===== src/rtl/synth_pkg.sv =====
// Shared definitions for the note-command decoder and voice allocator:
// command word field positions, voice limits and the decoded command kind.
package synth_pkg;

  localparam int unsigned ON_BIT     = 15;
  localparam int unsigned NOTE_MSB   = 14;
  localparam int unsigned NOTE_LSB   = 8;
  localparam int unsigned VEL_MSB    = 7;
  localparam int unsigned VEL_LSB    = 0;
  localparam int unsigned STOP_ALL_N = 127;
  localparam int unsigned MAX_VOICES = 16;

  // Index and age widths are sized for MAX_VOICES so they never change with NUM_VOICES.
  localparam int unsigned IDX_W = 4;
  localparam int unsigned AGE_W = 4;

  typedef enum logic [1:0] {
    CMD_NONE,
    CMD_ON,
    CMD_OFF,
    CMD_STOP_ALL
  } cmd_e;

  // Saturating age increment; lim is the oldest representable age for the voice count in use.
  function automatic logic [AGE_W-1:0] age_inc(input logic [AGE_W-1:0] age,
                                               input logic [AGE_W-1:0] lim);
    return (age < lim) ? age + 1'b1 : lim;
  endfunction

endpackage


===== src/rtl/voice_pick.sv =====
// Combinational voice search: finds the voice already gated with the incoming
// note, the lowest-index free voice, and the oldest gated voice (ties go to
// the lowest index).
module voice_pick
  import synth_pkg::*;
#(
  parameter int unsigned NUM_VOICES = 8,
  parameter int unsigned NOTE_W     = 7
) (
  input  logic [NUM_VOICES-1:0]        i_gate,
  input  logic [NUM_VOICES*NOTE_W-1:0] i_note,
  input  logic [NUM_VOICES*AGE_W-1:0]  i_age,
  input  logic [NOTE_W-1:0]            i_key,
  output logic [IDX_W-1:0]             o_match_idx,
  output logic                         o_match_hit,
  output logic [IDX_W-1:0]             o_free_idx,
  output logic                         o_free_any,
  output logic [IDX_W-1:0]             o_old_idx
);

  logic [AGE_W-1:0] w_old_age;
  logic             w_old_any;

  // First gated voice holding the incoming note.
  always_comb begin
    o_match_idx = '0;
    o_match_hit = 1'b0;
    for (int unsigned i = 0; i < NUM_VOICES; i++) begin
      if (!o_match_hit && i_gate[i] && (i_note[i*NOTE_W +: NOTE_W] == i_key)) begin
        o_match_hit = 1'b1;
        o_match_idx = IDX_W'(i);
      end
    end
  end

  // Lowest-index voice that is not gated.
  always_comb begin
    o_free_idx = '0;
    o_free_any = 1'b0;
    for (int unsigned i = 0; i < NUM_VOICES; i++) begin
      if (!o_free_any && !i_gate[i]) begin
        o_free_any = 1'b1;
        o_free_idx = IDX_W'(i);
      end
    end
  end

  // Gated voice with the largest age; strict compare keeps the lowest index on ties.
  always_comb begin
    o_old_idx = '0;
    w_old_age = '0;
    w_old_any = 1'b0;
    for (int unsigned i = 0; i < NUM_VOICES; i++) begin
      if (i_gate[i] && (!w_old_any || (i_age[i*AGE_W +: AGE_W] > w_old_age))) begin
        w_old_any = 1'b1;
        w_old_age = i_age[i*AGE_W +: AGE_W];
        o_old_idx = IDX_W'(i);
      end
    end
  end

endmodule


===== src/rtl/voice_allocator.sv =====
// Note-command decoder and polyphonic voice allocator. Each Avalon write is
// decoded and applied in the cycle it is sampled; per-voice gate/note/vel and
// the one-cycle trig/rel strobes are registered (latency 1).
module voice_allocator
  import synth_pkg::*;
#(
  parameter int unsigned NUM_VOICES   = 8,
  parameter int unsigned NOTE_W       = 7,
  parameter int unsigned VEL_W        = 8,
  parameter int unsigned STEAL_OLDEST = 1,
  parameter int unsigned STOP_ALL_N   = synth_pkg::STOP_ALL_N
) (
  input  logic                         clk,
  input  logic                         reset,
  input  logic                         avs_s0_write,
  input  logic [31:0]                  avs_s0_writedata,
  input  logic                         avs_s0_read,
  output logic [31:0]                  avs_s0_readdata,
  output logic [NUM_VOICES-1:0]        o_voice_gate,
  output logic [NUM_VOICES*NOTE_W-1:0] o_voice_note,
  output logic [NUM_VOICES*VEL_W-1:0]  o_voice_vel,
  output logic [NUM_VOICES-1:0]        o_voice_trig,
  output logic [NUM_VOICES-1:0]        o_voice_rel
);

  logic [NUM_VOICES-1:0]        r_gate;
  logic [NUM_VOICES*NOTE_W-1:0] r_note;
  logic [NUM_VOICES*VEL_W-1:0]  r_vel;
  logic [NUM_VOICES*AGE_W-1:0]  r_age;
  logic [NUM_VOICES-1:0]        r_trig;
  logic [NUM_VOICES-1:0]        r_rel;
  logic [15:0]                  r_drop;
  logic [31:0]                  r_readdata;

  logic [NUM_VOICES-1:0]        w_gate_n;
  logic [NUM_VOICES*NOTE_W-1:0] w_note_n;
  logic [NUM_VOICES*VEL_W-1:0]  w_vel_n;
  logic [NUM_VOICES*AGE_W-1:0]  w_age_n;
  logic [NUM_VOICES-1:0]        w_trig_n;
  logic [NUM_VOICES-1:0]        w_rel_n;
  logic [15:0]                  w_drop_n;
  logic [15:0]                  w_mask16;

  logic                         w_on;
  logic [NOTE_W-1:0]            w_key;
  logic [VEL_W-1:0]             w_vel;
  cmd_e                         w_cmd;
  logic                         w_unused;

  logic [IDX_W-1:0]             w_match_idx;
  logic                         w_match_hit;
  logic [IDX_W-1:0]             w_free_idx;
  logic                         w_free_any;
  logic [IDX_W-1:0]             w_old_idx;
  logic [IDX_W-1:0]             w_tgt;
  logic                         w_load;

  assign w_on     = avs_s0_writedata[ON_BIT];
  assign w_key    = avs_s0_writedata[NOTE_LSB +: NOTE_W];
  assign w_vel    = avs_s0_writedata[VEL_LSB +: VEL_W];
  assign w_unused = ^avs_s0_writedata[31:16];

  voice_pick #(
    .NUM_VOICES (NUM_VOICES),
    .NOTE_W     (NOTE_W)
  ) u_pick (
    .i_gate      (r_gate),
    .i_note      (r_note),
    .i_age       (r_age),
    .i_key       (w_key),
    .o_match_idx (w_match_idx),
    .o_match_hit (w_match_hit),
    .o_free_idx  (w_free_idx),
    .o_free_any  (w_free_any),
    .o_old_idx   (w_old_idx)
  );

  // Classify the sampled write; note-off on STOP_ALL_N is the only special case.
  always_comb begin
    w_cmd = CMD_NONE;
    if (avs_s0_write) begin
      if (w_on)                               w_cmd = CMD_ON;
      else if (w_key == NOTE_W'(STOP_ALL_N))  w_cmd = CMD_STOP_ALL;
      else                                    w_cmd = CMD_OFF;
    end
  end

  // Next voice state for the decoded command.
  always_comb begin
    w_gate_n = r_gate;
    w_note_n = r_note;
    w_vel_n  = r_vel;
    w_age_n  = r_age;
    w_trig_n = '0;
    w_rel_n  = '0;
    w_drop_n = r_drop;
    w_tgt    = w_free_any ? w_free_idx : w_old_idx;
    w_load   = 1'b0;

    unique case (w_cmd)
      CMD_ON: begin
        if (w_match_hit) begin
          for (int unsigned i = 0; i < NUM_VOICES; i++) begin
            if (IDX_W'(i) == w_match_idx) begin
              w_vel_n[i*VEL_W +: VEL_W] = w_vel;
              w_trig_n[i]               = 1'b1;
            end
          end
        end else if (w_free_any || (STEAL_OLDEST != 0)) begin
          w_load = 1'b1;
        end else if (r_drop != 16'hFFFF) begin
          w_drop_n = r_drop + 16'd1;
        end
      end
      CMD_OFF: begin
        if (w_match_hit) begin
          for (int unsigned i = 0; i < NUM_VOICES; i++) begin
            if (IDX_W'(i) == w_match_idx) begin
              w_gate_n[i] = 1'b0;
              w_rel_n[i]  = 1'b1;
            end
          end
        end
      end
      CMD_STOP_ALL: begin
        w_gate_n = '0;
        w_rel_n  = r_gate;
      end
      default: ;
    endcase

    // A fresh or stolen voice starts at age 0 and every other sounding voice grows older.
    if (w_load) begin
      for (int unsigned i = 0; i < NUM_VOICES; i++) begin
        if (IDX_W'(i) == w_tgt) begin
          w_gate_n[i]                 = 1'b1;
          w_note_n[i*NOTE_W +: NOTE_W] = w_key;
          w_vel_n[i*VEL_W +: VEL_W]    = w_vel;
          w_age_n[i*AGE_W +: AGE_W]    = '0;
          w_trig_n[i]                 = 1'b1;
        end else if (r_gate[i]) begin
          w_age_n[i*AGE_W +: AGE_W] = age_inc(r_age[i*AGE_W +: AGE_W], AGE_W'(NUM_VOICES - 1));
        end
      end
    end
  end

  // Status word is built from post-write state so a same-cycle read sees the write.
  always_comb begin
    w_mask16                 = '0;
    w_mask16[NUM_VOICES-1:0] = w_gate_n;
  end

  // Voice state registers; reset overrides any same-cycle command.
  always_ff @(posedge clk) begin
    if (reset) begin
      r_gate <= '0;
      r_note <= '0;
      r_vel  <= '0;
      r_age  <= '0;
      r_trig <= '0;
      r_rel  <= '0;
      r_drop <= '0;
    end else begin
      r_gate <= w_gate_n;
      r_note <= w_note_n;
      r_vel  <= w_vel_n;
      r_age  <= w_age_n;
      r_trig <= w_trig_n;
      r_rel  <= w_rel_n;
      r_drop <= w_drop_n;
    end
  end

  // Read data capture; holds between reads.
  always_ff @(posedge clk) begin
    if (reset) begin
      r_readdata <= '0;
    end else if (avs_s0_read) begin
      r_readdata <= {w_drop_n, w_mask16};
    end
  end

  assign avs_s0_readdata = r_readdata;
  assign o_voice_gate    = r_gate;
  assign o_voice_note    = r_note;
  assign o_voice_vel     = r_vel;
  assign o_voice_trig    = r_trig;
  assign o_voice_rel     = r_rel;

endmodule


===== config.mk =====
export PLATFORM = sky130hd
export DESIGN_NAME = voice_allocator
export DESIGN_NICKNAME = d
export VERILOG_FILES = /design/src/rtl/synth_pkg.sv /design/src/rtl/voice_pick.sv /design/src/rtl/voice_allocator.sv
export SDC_FILE = /design/constraint.sdc
export NUM_CORES = 1
export LEC_CHECK = 0
export ABC_CLOCK_PERIOD_IN_PS = 12200
export CAP_MARGIN = 40
export CORE_ASPECT_RATIO = 1.25
export CORE_MARGIN = 2
export CORE_UTILIZATION = 51
export DETAILED_ROUTE_END_ITERATION = 16
export PLACE_DENSITY = 0.88
export SKIP_LAST_GASP = 1
export SLEW_MARGIN = 25
export SYNTH_ARGS = -nofsm -noshare
export SYNTH_HDL_FRONTEND = slang
export SYNTH_SLANG_ARGS = --single-unit

===== constraint.sdc =====
create_clock -name clk -period 12.2 [get_ports clk]
set_input_delay 2.44 -clock clk [delete_from_list [all_inputs] [get_ports clk]]
set_output_delay 2.44 -clock clk [all_outputs]
set_load 0.05 [all_outputs]

**Word-level counts from Yosys, hierarchy flattened**

Cells that the tools add are included.

- $add $sub $neg: 8
- $lt $le $gt $ge: 15
- Equality and inequality tests: 26
- Mux-type cells: 139
- Reductions and logical operators: 89

Operators by type and width:

| kind | count |
|---|---|
| two-way mux 64 bit | 3 |
| two-way mux 8 bit | 21 |
| two-way mux 4 bit | 38 |
| two-way mux 1 bit | 61 |
| equality test 7 bit | 8 |
| adder 4 x 1 -> 4 bit (second input constant) | 8 |
| equality test 3 x 4 -> 1 bit (first input constant) | 8 |
| less-than comparator 4 x 3 -> 1 bit (second input constant) | 8 |
| case mux 8 bit (2 select lines) | 2 |
| AND reduction 2 bit | 16 |
| logical AND 1 bit | 29 |
| > comparator 4 bit | 7 |
| logical NOT 1 bit | 27 |
| two-way mux 3 bit | 8 |
| equality test 2 x 4 -> 1 bit (first input constant) | 4 |
| nonzero test 2 bit | 8 |
| two-way mux 2 bit | 6 |
| equality test 1 x 4 -> 1 bit (first input constant) | 2 |
| logical NOT 4 bit | 2 |
| equality test 7 bit (second input constant) | 1 |
| logical OR 1 bit | 7 |
| equality test 2 bit (second input constant) | 2 |
| equality test 2 x 1 -> 1 bit (second input constant) | 1 |

- Bits in registers: 184
- Output and inout bits: 176
- Word-level logic and storage cells: 298

**Depth between registers and ports, before layout**

Gate-level depths: netlist (run 1).

- Word-level depth: 37
- Mapped depth: 52
- Mapped depth without buffers: 45

**Hierarchy**

A second synthesis (run 1) with hierarchy kept.

- Cell total of the unflattened synthesis: 1,129
- Area, all modules: 9,855.7 µm²

By module, submodules not included:

| module | instances | cells an instance | area each (µm²) | sequential area each (µm²) |
|---|---|---|---|---|
| voice_allocator | 1 | 828 | 7,606.0 | 3,683.5 |
| voice_pick | 1 | 301 | 2,249.7 | 0.0 |

**Worst setup path after synthesis (run 1)**

Ideal clock, no wire load.

- Kind: register -> register
- Start point: register r_gate[0] (netlist: o_voice_gate[0])
- End point: register r_readdata[0] (netlist: avs_s0_readdata[0])
- Arrival time: 10.913 ns
- Data required time: 12.114 ns
- Path slack: 1.201 ns
- Stages on the path, launching flop included: 49
- Path buffers: 5
- Period minus slack after synthesis: 10.999 ns
- Cells stage by stage: dfxtp_1 -> buf_2 -> and2_1 -> inv_1 -> ha_1 -> a211oi_1 -> a21o_1 -> a21oi_1 -> ha_1 -> and3_1 -> a221o_1 -> and2_1 -> clkbuf_1 -> nor2b_1 -> or2_2 -> ha_1 -> a21oi_1 -> nand3_1 -> [... 13 more ...] -> a311o_1 -> buf_6 -> mux2i_1 -> ha_1 -> a211o_1 -> o21ai_0 -> o32ai_2 -> mux2_2 -> ha_1 -> nor2b_1 -> o211ai_1 -> a21oi_1 -> or2_2 -> o31ai_4 -> buf_2 -> nand4_4 -> a21boi_1 -> a211oi_1

- Longest elaborated chain between the ends: 36
- Elaborated cells on any way between the ends: 124

Ends and longest elaborated chain:

| element | RTL line | source |
|---|---|---|
| start: declaration | voice_allocator.sv:26 | `logic [NUM_VOICES-1:0] r_gate;` |
| start signal: assignment | voice_allocator.sv:165 | `r_gate <= w_gate_n;` |
| branches (longest 35 deep; another with > comparator 4 bit) | n/a |  |
| two-way mux 8 bit * | voice_allocator.sv:133 | `if (w_load) begin` |
| end signal: assignment | voice_allocator.sv:180 | `r_readdata <= {w_drop_n, w_mask16};` |
| end: declaration | voice_allocator.sv:33 | `logic [31:0] r_readdata;` |

Every way passes the cells marked *.
A chain may end at the register's enable or synchronous reset.

**Worst setup path in the final report (run 1)**

- Start point: register r_gate[0] (netlist: o_voice_gate[0])
- End point: register r_vel[23] (netlist: o_voice_vel[23])

- Longest elaborated chain between the ends: 36
- Elaborated cells on any way between the ends: 124

Ends and longest elaborated chain:

| element | RTL line | source |
|---|---|---|
| branches (longest 35 deep; another with > comparator 4 bit) | n/a |  |
| two-way mux 64 bit * | voice_allocator.sv:133 |  |
| end signal: assignment | voice_allocator.sv:167 | `r_vel <= w_vel_n;` |
| end: declaration | voice_allocator.sv:28 | `logic [NUM_VOICES*VEL_W-1:0] r_vel;` |

Marks and branches as above.

==> qor.csv, run 1 <==
stage,metric,value,unit
routing,# DRC,0,
routing,Pre-Repair DR Iteration Count,6,
worst_setup_path,Worst Reg-to-Reg Cells,45,
min_path,hold endpoint,o_voice_vel[31],
worst_setup_path,Worst Path Max Fanout,13,
min_path,Hold Path Cell Cnt,2,
floorplanning,Die Ht,156,um
timing,fmax,0.0877,GHz
placement,DP HPWL,18400,um
pwr,Pwr Density,109,mW/mm^2
pwr,switching pwr,344,uW
logic_synthesis,Yosys top cell by area,dfxtp_1,
worst_setup_path,kind of critical path,reg -> reg,
worst_setup_path,"Slowest-stage cell, CP",a311o_2,
pwr,internal power,958,uW
clock_network,clock slew at reported path FFs,70,ps
clock_network,TritonCTS clock tree,done,
worst_setup_path,"slowest stage delay, CP",450,ps
worst_setup_path,critical path required time,12560,ps
floorplanning,core area,0.0182,mm^2
worst_setup_path,"most used cell, CP",ha_1,
pwr,Switching Share,26.4,%
placement,IO Port Bufs,171,
clock_network,CTS max path bufs,2,
clock_network,CTS buffer count,17,
routing,via count,8298,
logic_synthesis,Synth Flop Type,dfxtp_1,
logic_synthesis,synthesized cell area,0.00949,mm^2
pwr,Seq pwr share,46.9,%
clock_network,Hold Buf Count CTS,0,
worst_setup_path,CP Data Arrival Time,11760,ps
pwr,Clk pwr share,43.5,%
timing,clock skew after layout,10.9,ps
clock_network,Skew-Pair Late Insertion Delay,440,ps
routing,via/cell ratio,5.87,
clock_network,post_cts resized,0,
timing,pin slew with the least headroom to its limit,869,ps
worst_setup_path,r2r endpoint,o_voice_vel[23],
global_routing,initial antenna violation count,0,
worst_setup_path,startpoint types,flip-flop,
clock_network,Root Driver,clkbuf_16,
clock_network,CTS Sinks,184,
logic_synthesis,Post-synth ARST share,0,%
floorplanning,count of standard-cell rows,55,
logic_synthesis,post-synth cell types,71,
layout,ant diodes,0,
floorplanning,die area,0.0197,mm^2
logic_synthesis,Synth top area share,38.8,%
clock_network,Post-CTS Setup Bufs,0,
placement,DP Worst Slack,594,ps
worst_setup_path,RR Startpoint,o_voice_gate[0],
worst_setup_path,crit end category,flip-flop,
min_path,path category of the worst min-delay check,reg -> reg,
layout,layout cells sized above 1,8.78,%
logic_synthesis,YS warnings,0,
layout,area delta synth->final,25.9,%
timing,setup_tns,0,ps
layout,fillers,1378,
pwr,Logic pwr share,9.6,%
logic_synthesis,number of synthesized flops with an enable pin,0,
routing,DRT antenna net count,0,
logic_synthesis,Syn Inst Count,1028,
placement,GPL Wtd Cong,0.888,
floorplanning,DIE WIDTH,126,um
layout,final core utilization,65.7,%
worst_setup_path,r2r setup slk,800,ps
clock_network,H-Tree Depth,4,
pwr,VDD IR max,0.0838,mV
timing,min Tclk post-route,11400,ps
timing,Setup WS post-layout,800,ps
pwr,Leak,4.46,nW
logic_synthesis,sequential share of the synthesized area,38.8,%
timing,Final Hold Viols,0,
min_path,hold path start,o_voice_vel[31],
logic_synthesis,syn avg cell area,9.23,um^2
layout,Layout Nets,1244,
floorplanning,starting density of the core,52.2,%
outcome,outcome,finished clean,
global_routing,vias in the first global route,7984,
run,maxcap violations,0,
routing,WL per Instance,18.7,um
floorplanning,IO Count,212,
timing,Slew Limit Fails,0,
global_routing,first-pass GRT wire length,41500,um
routing,Initial DRC Count,575,
logic_synthesis,Synth Register Bits,184,
global_routing,Tot GR Track Use,26.2,%
logic_synthesis,"top cells by area, synth","dfxtp_1, mux2i_1, nor2_1",
timing,Slew headroom,41.6,%
global_routing,pin count of the biggest net entering global routing,83,
routing,Post-Route WL,26500,um
timing,Final setup viols,0,
global_routing,GR Overflow Total,0,
timing,RSZ-0062 raised after global routing,no,
timing,fin crit share,93.4,%
synth_stat cells (16+ instances only):
cell,n
clkbuf_1,31
nor2_1,130
buf_2,31
inv_1,31
xnor2_1,50
dfxtp_1,184
o21ai_0,22
nand2_1,31
nand2b_1,43
nand4_1,29
a21oi_1,29
mux2i_1,116
a211oi_1,30
ha_1,36
buf_4,25
nor3_1,16
metal layers:
metal	global-route usage, %	share of wire (%)	up-vias
met5	0	0	-
met4	13.6	4.9	0
met3	6.02	6.2	94
met2	46.0	50	331
met1	29.7	39	3988
li1	-	-	3885
registers in the layout, indices dropped and copies added, names as in the netlist:
register         cells
o_voice_trig         8
o_voice_rel          8
o_voice_vel         64
r_age               32
avs_s0_readdata      8
o_voice_gate         8
o_voice_note        56
cell families (layout without fill, tap and decap cells):
kind of cell | Yosys count | after routing | share of synthesized area [%]
buffers and inverters | 126 | 260 | 6.86
other | 1 | 24 | 0.0395
AO/OA/AOI/OAI | 169 | 169 | 12.8
adder cells (fa/ha/maj) | 36 | 36 | 4.75
XOR/XNOR | 56 | 56 | 5.17
flip-flops | 184 | 184 | 38.8
AND/OR/NAND/NOR | 331 | 331 | 18.3
multiplexers | 125 | 125 | 13.3
how the worst max path moves through the flow:
stage               startpoint                 end  slack [ps]  cells after the start
2_1_floorplan  o_voice_gate[0]  avs_s0_readdata[0]        1200                     48
4_1_cts        o_voice_gate[0]     o_voice_vel[23]         580                     46
3_5_place_dp   o_voice_gate[0]  avs_s0_readdata[6]         590                     44
5_1_grt        o_voice_gate[0]      o_voice_vel[9]          40                     46
6_report       o_voice_gate[0]     o_voice_vel[23]         800                     45
3_3_place_gp   o_voice_gate[0]  avs_s0_readdata[6]         850                     44
worst max-delay path, delay by kind of cell, from the launching register on:
family	cells	cell delay, ps
buf+inv	5	710
mux	4	1150
simple gates	11	2360
fa+ha+maj	7	2090
compound gates	18	4580
flops	1	430
stage by stage:
| step | area (um^2) | power, mW | cells | hold WS [ps] |
|---|---|---|---|---|
| floorplan | 9570 | 0.719 | 1051 | 460 |
| global placement | 11200 | 0.742 | 1375 | 461 |
| detailed placement | 11300 | 0.746 | 1378 | 468 |
| CTS | 11900 | 1.31 | 1410 | 478 |
| global route | 11900 | 1.34 | 1413 | 497 |
| finish | 11900 | 1.30 | 1413 | 477 |
power by group through the flow:
stage | logic [mW] | registers [mW] | clock network, mW
floorplan | 0.0759 | 0.643 | 0
global placement | 0.118 | 0.624 | 0
detailed placement | 0.121 | 0.624 | 0
CTS | 0.122 | 0.611 | 0.572
global route | 0.132 | 0.611 | 0.595
finish | 0.125 | 0.611 | 0.566
final cells by class:
| class | count | area [um^2] | share of cell area (%) |
|---|---|---|---|
| Clock buffer | 19 | 443 | 3.71 |
| Clock inverter | 13 | 164 | 1.37 |
| Inverter | 31 | 116 | 0.974 |
| Sequential cell | 184 | 3680 | 30.8 |
| Multi-Input combinational cell | 741 | 5300 | 44.4 |
| Timing Repair Buffer | 197 | 1950 | 16.3 |
| Tap cell | 228 | 285 | 2.39 |
placed cells by master, fill, tap and decap left out, drive strengths merged, types with 9 or more instances in the layout:
cell	instances
clkdlybuf4s50	170
conb	24
o21ai	31
nor3	16
nand4	31
nand2b	43
nand3	13
nand2	31
mux2i	116
dfxtp	184
buf	27
o2bb2ai	9
a211oi	31
a21oi	31
xnor2	50
inv	35
ha	36
nor2b	12
mux2	9
clkbuf	19
a31oi	10
nor4	11
nor2	132
nand3b	9
Power figures use the tool's default switching activity.
==> run 2: changes to the inputs <==
--- a/config.mk
+++ b/config.mk
@@ -8,10 +8,11 @@
 export ABC_CLOCK_PERIOD_IN_PS = 12200
 export CAP_MARGIN = 40
 export CORE_ASPECT_RATIO = 1.25
-export CORE_MARGIN = 2
+export CORE_MARGIN = 3
 export CORE_UTILIZATION = 51
 export DETAILED_ROUTE_END_ITERATION = 16
 export PLACE_DENSITY = 0.88
+export RECOVER_POWER = 100
 export SKIP_LAST_GASP = 1
 export SLEW_MARGIN = 25
 export SYNTH_ARGS = -nofsm -noshare
==> qor.csv, run 2 (synthesized netlist as in run 1, its figures left out) <==
stage,metric,value,unit
floorplanning,Die Ht,158,um
layout,layout cells sized above 1,8.11,%
layout,"commonest non-fill, non-tap cell in the layout",dfxtp_1,
layout,area delta synth->final,25.1,%
placement,DP Worst Slack,539,ps
pwr,Logic pwr share,9.3,%
worst_setup_path,crit end category,flip-flop,
clock_network,TritonCTS clock tree,done,
clock_network,H-Tree Depth,4,
worst_setup_path,Worst Path Max Fanout,9,
timing,Final setup viols,0,
timing,Setup WS post-layout,729,ps
floorplanning,starting density of the core,52.2,%
floorplanning,DIE WIDTH,128,um
routing,WL per Instance,18.9,um
pwr,VDD IR max,0.0849,mV
global_routing,initial antenna violation count,0,
timing,Final Hold Viols,0,
routing,via count,8349,
placement,DP HPWL,18600,um
layout,fillers,1360,
global_routing,first-pass GRT wire length,41600,um
routing,Initial DRC Count,645,
global_routing,pin count of the biggest net entering global routing,65,
pwr,Leak,4.97,nW
global_routing,GR Overflow Total,0,
worst_setup_path,startpoint types,flip-flop,
pwr,switching pwr,336,uW
global_routing,vias in the first global route,8304,
worst_setup_path,CP Data Arrival Time,11800,ps
timing,Slew headroom,16.3,%
placement,placed cell areas,0.0112,mm^2
layout,most frequent cells in the layout,"dfxtp_1, dlygate4sd3_1, nor2_1",
worst_setup_path,total stage count of the critical path,44,
worst_setup_path,kind of critical path,reg -> reg,
min_path,Hold Path Cell Cnt,2,
outcome,outcome,finished clean,
worst_setup_path,Crit path buffers/inverters,4,
clock_network,Hold Buf Count CTS,0,
worst_setup_path,critical path required time,12530,ps
clock_network,Skew-Pair Late Insertion Delay,440,ps
pwr,Seq pwr share,46.4,%
placement,GPL Wtd Cong,0.904,
min_path,path category of the worst min-delay check,reg -> reg,
floorplanning,die area,0.0203,mm^2
timing,fmax,0.0872,GHz
worst_setup_path,critical path's top delay family,compound AO/OA/AOI/OAI gates,
worst_setup_path,"slowest stage delay, CP",460,ps
pwr,Clk pwr share,44.3,%
timing,pin slew with the least headroom to its limit,1240,ps
global_routing,Tot GR Track Use,25.4,%
layout,final instance area,0.0119,mm^2
floorplanning,core area,0.0182,mm^2
pwr,Pwr Density,111,mW/mm^2
routing,DRT antenna net count,0,
worst_setup_path,"most used cell, CP",ha_1,
clock_network,clock slew at reported path FFs,70,ps
timing,Slew Limit Fails,0,
routing,via/cell ratio,5.91,
routing,# DRC,0,
timing,Worst Hold Margin,474,ps
worst_setup_path,"Slowest-stage cell, CP",o31a_1,
pwr,Switching Share,25.6,%
layout,max reg flops,64,
run,maxcap violations,0,
timing,RSZ-0062 raised after global routing,no,
worst_setup_path,Worst Reg-to-Reg Cells,44,
timing,fin crit share,94.0,%
clock_network,CTS buffer count,17,
clock_network,Root Driver,clkbuf_16,
routing,Pre-Repair DR Iteration Count,5,
timing,clock skew after layout,9.44,ps
timing,min Tclk post-route,11470,ps
clock_network,CTS max path bufs,2,
floorplanning,IO Count,212,
routing,Post-Route WL,26700,um
timing,setup_tns,0,ps
pwr,internal power,979,uW
layout,Layout Nets,1243,
layout,ant diodes,0,
clock_network,CTS Sinks,184,
placement,IO Port Bufs,171,
floorplanning,count of standard-cell rows,55,
run 2: cell count changes in the layout (fill, tap and decap cells not counted), moves of 3 or more:
cell / previous run / this run
dlygate4sd3_1: 0 / 153
o21ai_1: 9 / 2
clkbuf_2: 0 / 3
clkdlybuf4s50_1: 170 / 17
o21ai_0: 21 / 27
clkinvlp_4: 4 / 1
buf_4: 21 / 16
nor4_1: 4 / 7
run 2: repair_timing:
item,4_1_cts,5_1_grt
setup endpoints to repair,0,164
hold endpoints to repair,0,0
gates resized for setup,0,9
buffers inserted,0,0
run 2: path summary, 6_finish.rpt:
kind	start	to	slack (ps)
max reg2reg	o_voice_gate[0]	o_voice_vel[54]	730
min reg2reg	o_voice_vel[29]	o_voice_vel[29]	470
min	o_voice_vel[29]	o_voice_vel[29]	470
max	o_voice_gate[0]	o_voice_vel[54]	730
run 2: power by group through the flow:
stage	clock network (mW)	logic, mW	registers [mW]
2_1_floorplan	0	0.0759	0.643
4_1_cts	0.586	0.122	0.611
3_5_place_dp	0	0.121	0.624
6_report	0.583	0.122	0.611
3_3_place_gp	0	0.118	0.624
5_1_grt	0.609	0.128	0.611
run 2: per-stage QoR:
stage                     utilization [%]  power, mW  cells
after floorplan                         -      0.719   1051
after global placement               61.7      0.742   1374
after detailed placement             61.9      0.745   1376
after CTS                            65.3       1.32   1408
after global routing                 65.3       1.35   1412
final                                65.3       1.32   1412
run 2: routing by layer:
layer | vias to the layer above | share of wire [%] | global-route usage, %
li1 | 3873 | - | -
met3 | 118 | 6.5 | 6.24
met2 | 367 | 50 | 44.3
met1 | 3991 | 38 | 27.8
met4 | 0 | 5.7 | 15.3
met5 | - | 0 | 0
run 2: cell type report:
class                      instances  area [um^2]  share of cell area, %
tap                              228          285                   2.40
clock inverter                    12          163                   1.37
timing repair buffer             196         1920                   16.2
multi-input combinational        741         5240                   44.2
sequential                       184         3680                   31.0
inverter                          31          116                  0.980
clock buffer                      20          457                   3.85
run 2: worst reg2reg max path: cells and delay by family, from the launching register on:
family,cells,cell delay (ps)
fa+ha+maj,7,2040
buf+inv,4,570
mux,4,1230
simple gates,11,2090
compound gates,18,5010
flops,1,420
==> run 3: changes to the inputs <==
--- a/config.mk
+++ b/config.mk
@@ -5,11 +5,12 @@
 export SDC_FILE = /design/constraint.sdc
 export NUM_CORES = 1
 export LEC_CHECK = 0
+export ABC_AREA = 1
 export ABC_CLOCK_PERIOD_IN_PS = 12200
 export CAP_MARGIN = 40
 export CORE_ASPECT_RATIO = 1.25
 export CORE_MARGIN = 3
-export CORE_UTILIZATION = 51
+export CORE_UTILIZATION = 52
 export DETAILED_ROUTE_END_ITERATION = 16
 export PLACE_DENSITY = 0.88
 export RECOVER_POWER = 100
==> qor.csv, run 3 <==
stage,metric,value,unit
worst_setup_path,critical path's top delay family,simple AND/OR/NAND/NOR gates,
routing,DRT antenna net count,0,
layout,area delta synth->final,22.8,%
global_routing,first-pass GRT wire length,48100,um
timing,Slew Limit Fails,0,
worst_setup_path,critical path required time,12530,ps
timing,min Tclk post-route,10780,ps
routing,WL per Instance,16.1,um
clock_network,Root Driver,clkbuf_16,
clock_network,Post-CTS Setup Bufs,0,
logic_synthesis,Yosys top cell by area,dfxtp_1,
worst_setup_path,r2r setup slk,1420,ps
clock_network,Skew-Pair Late Insertion Delay,430,ps
floorplanning,core area,0.0188,mm^2
clock_network,clock slew at reported path FFs,70,ps
layout,fillers,1596,
routing,Initial DRC Count,972,
layout,layout cells sized above 1,3.57,%
placement,GPL Wtd Cong,0.947,
logic_synthesis,post-synthesis simple-gate area fraction,33.9,%
layout,Layout Nets,1739,
clock_network,TritonCTS clock tree,done,
worst_setup_path,"Slowest-stage cell, CP",dfxtp_1,
layout,most frequent cells in the layout,"nand2_1, nor2_1, dfxtp_1",
logic_synthesis,post-synthesis xor/xnor area fraction,1.92,%
floorplanning,die area,0.0210,mm^2
logic_synthesis,number of synthesized flops with an enable pin,0,
logic_synthesis,YS warnings,0,
pwr,Clk pwr share,44.3,%
clock_network,post_cts resized,0,
logic_synthesis,Synth Flop Type,dfxtp_1,
placement,placed cell areas,0.0117,mm^2
logic_synthesis,Syn Inst Count,1533,
routing,met2 WL,15300,um
worst_setup_path,"most used cell, CP",nand2_1,
routing,Post-Route WL,30800,um
pwr,Logic pwr share,10.4,%
clock_network,CTS max path bufs,2,
layout,final instance area,0.0123,mm^2
routing,Top Layer Used,met4,
timing,fin crit share,88.4,%
logic_synthesis,post-synthesis compound-gate area fraction,11.5,%
floorplanning,DIE WIDTH,130,um
global_routing,pin count of the biggest net entering global routing,61,
pwr,Seq pwr share,45.3,%
run,maxcap violations,0,
logic_synthesis,Synth top area share,36.8,%
global_routing,Tot GR Track Use,28.8,%
pwr,Leak,6.05,nW
timing,RSZ-0062 raised after global routing,no,
logic_synthesis,multiplexer share of the synthesized area,0.0999,%
routing,# DRC,0,
clock_network,CTS Sinks,184,
routing,Pre-Repair DR Iteration Count,8,
worst_setup_path,Worst Path Max Fanout,13,
logic_synthesis,synthesized cell area,0.0100,mm^2
logic_synthesis,Synth Register Bits,184,
worst_setup_path,"slowest stage delay, CP",670,ps
logic_synthesis,Synth top cells by count,"nand2_1, nor2_1, dfxtp_1",
worst_setup_path,CP Data Arrival Time,11110,ps
clock_network,CTS buffer count,17,
floorplanning,starting density of the core,53.2,%
timing,Final setup viols,0,
global_routing,initial antenna violation count,0,
routing,via/cell ratio,5.54,
timing,fmax,0.0927,GHz
layout,ant diodes,0,
logic_synthesis,"top cells by area, synth","dfxtp_1, nand2_1, nor2_1",
worst_setup_path,kind of critical path,reg -> reg,
logic_synthesis,sequential share of the synthesized area,36.8,%
layout,"commonest non-fill, non-tap cell in the layout",nand2_1,
logic_synthesis,main combinational cell family by area after synthesis,simple AND/OR/NAND/NOR gates,
logic_synthesis,Post-synth ARST share,0,%
worst_setup_path,Crit path buffers/inverters,5,
floorplanning,Die Ht,161,um
routing,via count,10600,
clock_network,Hold Buf Count CTS,0,
routing,met3 routed wirelength,3030,um
pwr,VDD IR max,0.105,mV
floorplanning,IO Count,212,
timing,Final Hold Viols,0,
pwr,Switching Share,25.8,%
logic_synthesis,Adder-Cell Fraction of Synth Area,4.50,%
routing,wl on met1,11300,um
timing,setup_tns,0,ps
worst_setup_path,crit end category,flip-flop,
placement,DP HPWL,21900,um
timing,Slew headroom,39.9,%
timing,clock skew after layout,10.3,ps
logic_synthesis,most frequent cell after synthesis,nand2_1,
clock_network,H-Tree Depth,4,
logic_synthesis,syn avg cell area,6.54,um^2
outcome,outcome,finished clean,
pwr,internal power,1.00,mW
timing,pin slew with the least headroom to its limit,899,ps
logic_synthesis,post-synth cell types,47,
floorplanning,count of standard-cell rows,56,
global_routing,GR Overflow Total,0,
pwr,switching pwr,350,uW
placement,IO Port Bufs,171,
pwr,Pwr Density,110,mW/mm^2
worst_setup_path,startpoint types,flip-flop,
global_routing,vias in the first global route,9504,
min_path,path category of the worst min-delay check,reg -> reg,
layout,max reg flops,64,
-- run 3: cell types whose count changed after synthesis, moves of 43 or more --
cell	before	now
nand2_1	31	374
inv_1	31	168
mux2i_1	116	1
a21oi_1	29	136
nor2_1	130	233
nand3_1	13	112
nand2b_1	43	0
-- run 3: path summary, 6_finish.rpt --
check	start	to	cells past startpoint
worst max-delay path	o_voice_gate[0]	o_voice_vel[12]	67
worst min-delay path	o_voice_note[43]	o_voice_note[43]	2
worst max register to register	o_voice_gate[0]	o_voice_vel[12]	67
worst min register to register	o_voice_note[43]	o_voice_note[43]	2
-- run 3: cells by family after synthesis --
logic type               count (synthesis)
other                                    1
buffers and inverters                  267
multiplexers                             1
XOR/XNOR                                22
flip-flops                             184
adder cells (fa/ha/maj)                 36
AO/OA/AOI/OAI                          219
AND/OR/NAND/NOR                        803
-- run 3: final cells by class --
class / instances / area [um^2] / share of cell area (%)
Sequential cell: 184 / 3680 / 29.9
Multi-Input combinational cell: 1105 / 5240 / 42.6
Clock inverter: 9 / 164 / 1.33
Inverter: 173 / 649 / 5.28
Timing Repair Buffer: 186 / 1810 / 14.7
Tap cell: 232 / 290 / 2.36
Clock buffer: 22 / 474 / 3.85
-- run 3: layer usage --
metal	vias to the layer above	GRT usage, %
met4	0	12.7
met1	4856	33.7
li1	5107	-
met2	527	49.3
met3	89	7.24
met5	-	0
-- run 3: stage by stage --
step | setup slack [ps] | hold slack (ps) | utilization [%] | instances | power [mW]
after floorplan | 3490 | 466 | - | 1556 | 0.734
after global routing | 295 | 504 | 65.3 | 1911 | 1.39
final | 1420 | 479 | 65.3 | 1911 | 1.35
after CTS | 1750 | 482 | 65.6 | 1910 | 1.36
after detailed placement | 1820 | 472 | 62.2 | 1879 | 0.769
after global placement | 1980 | 472 | 62.2 | 1878 | 0.766
-- run 3: worst reg2reg max path: cells and delay by family (launching register included) --
family,cells,cell delay [ps]
compound gates,14,2220
fa+ha+maj,7,2140
buf+inv,5,450
flops,1,670
mux,1,210
simple gates,40,5030
-- run 3: power groups by stage --
| stage | sequential [mW] | clock [mW] | combinational (mW) |
|---|---|---|---|
| 3_5_place_dp | 0.627 | 0 | 0.142 |
| 3_3_place_gp | 0.627 | 0 | 0.139 |
| 4_1_cts | 0.614 | 0.602 | 0.142 |
| 5_1_grt | 0.614 | 0.625 | 0.151 |
| 6_report | 0.614 | 0.600 | 0.141 |
| 2_1_floorplan | 0.650 | 0 | 0.0846 |
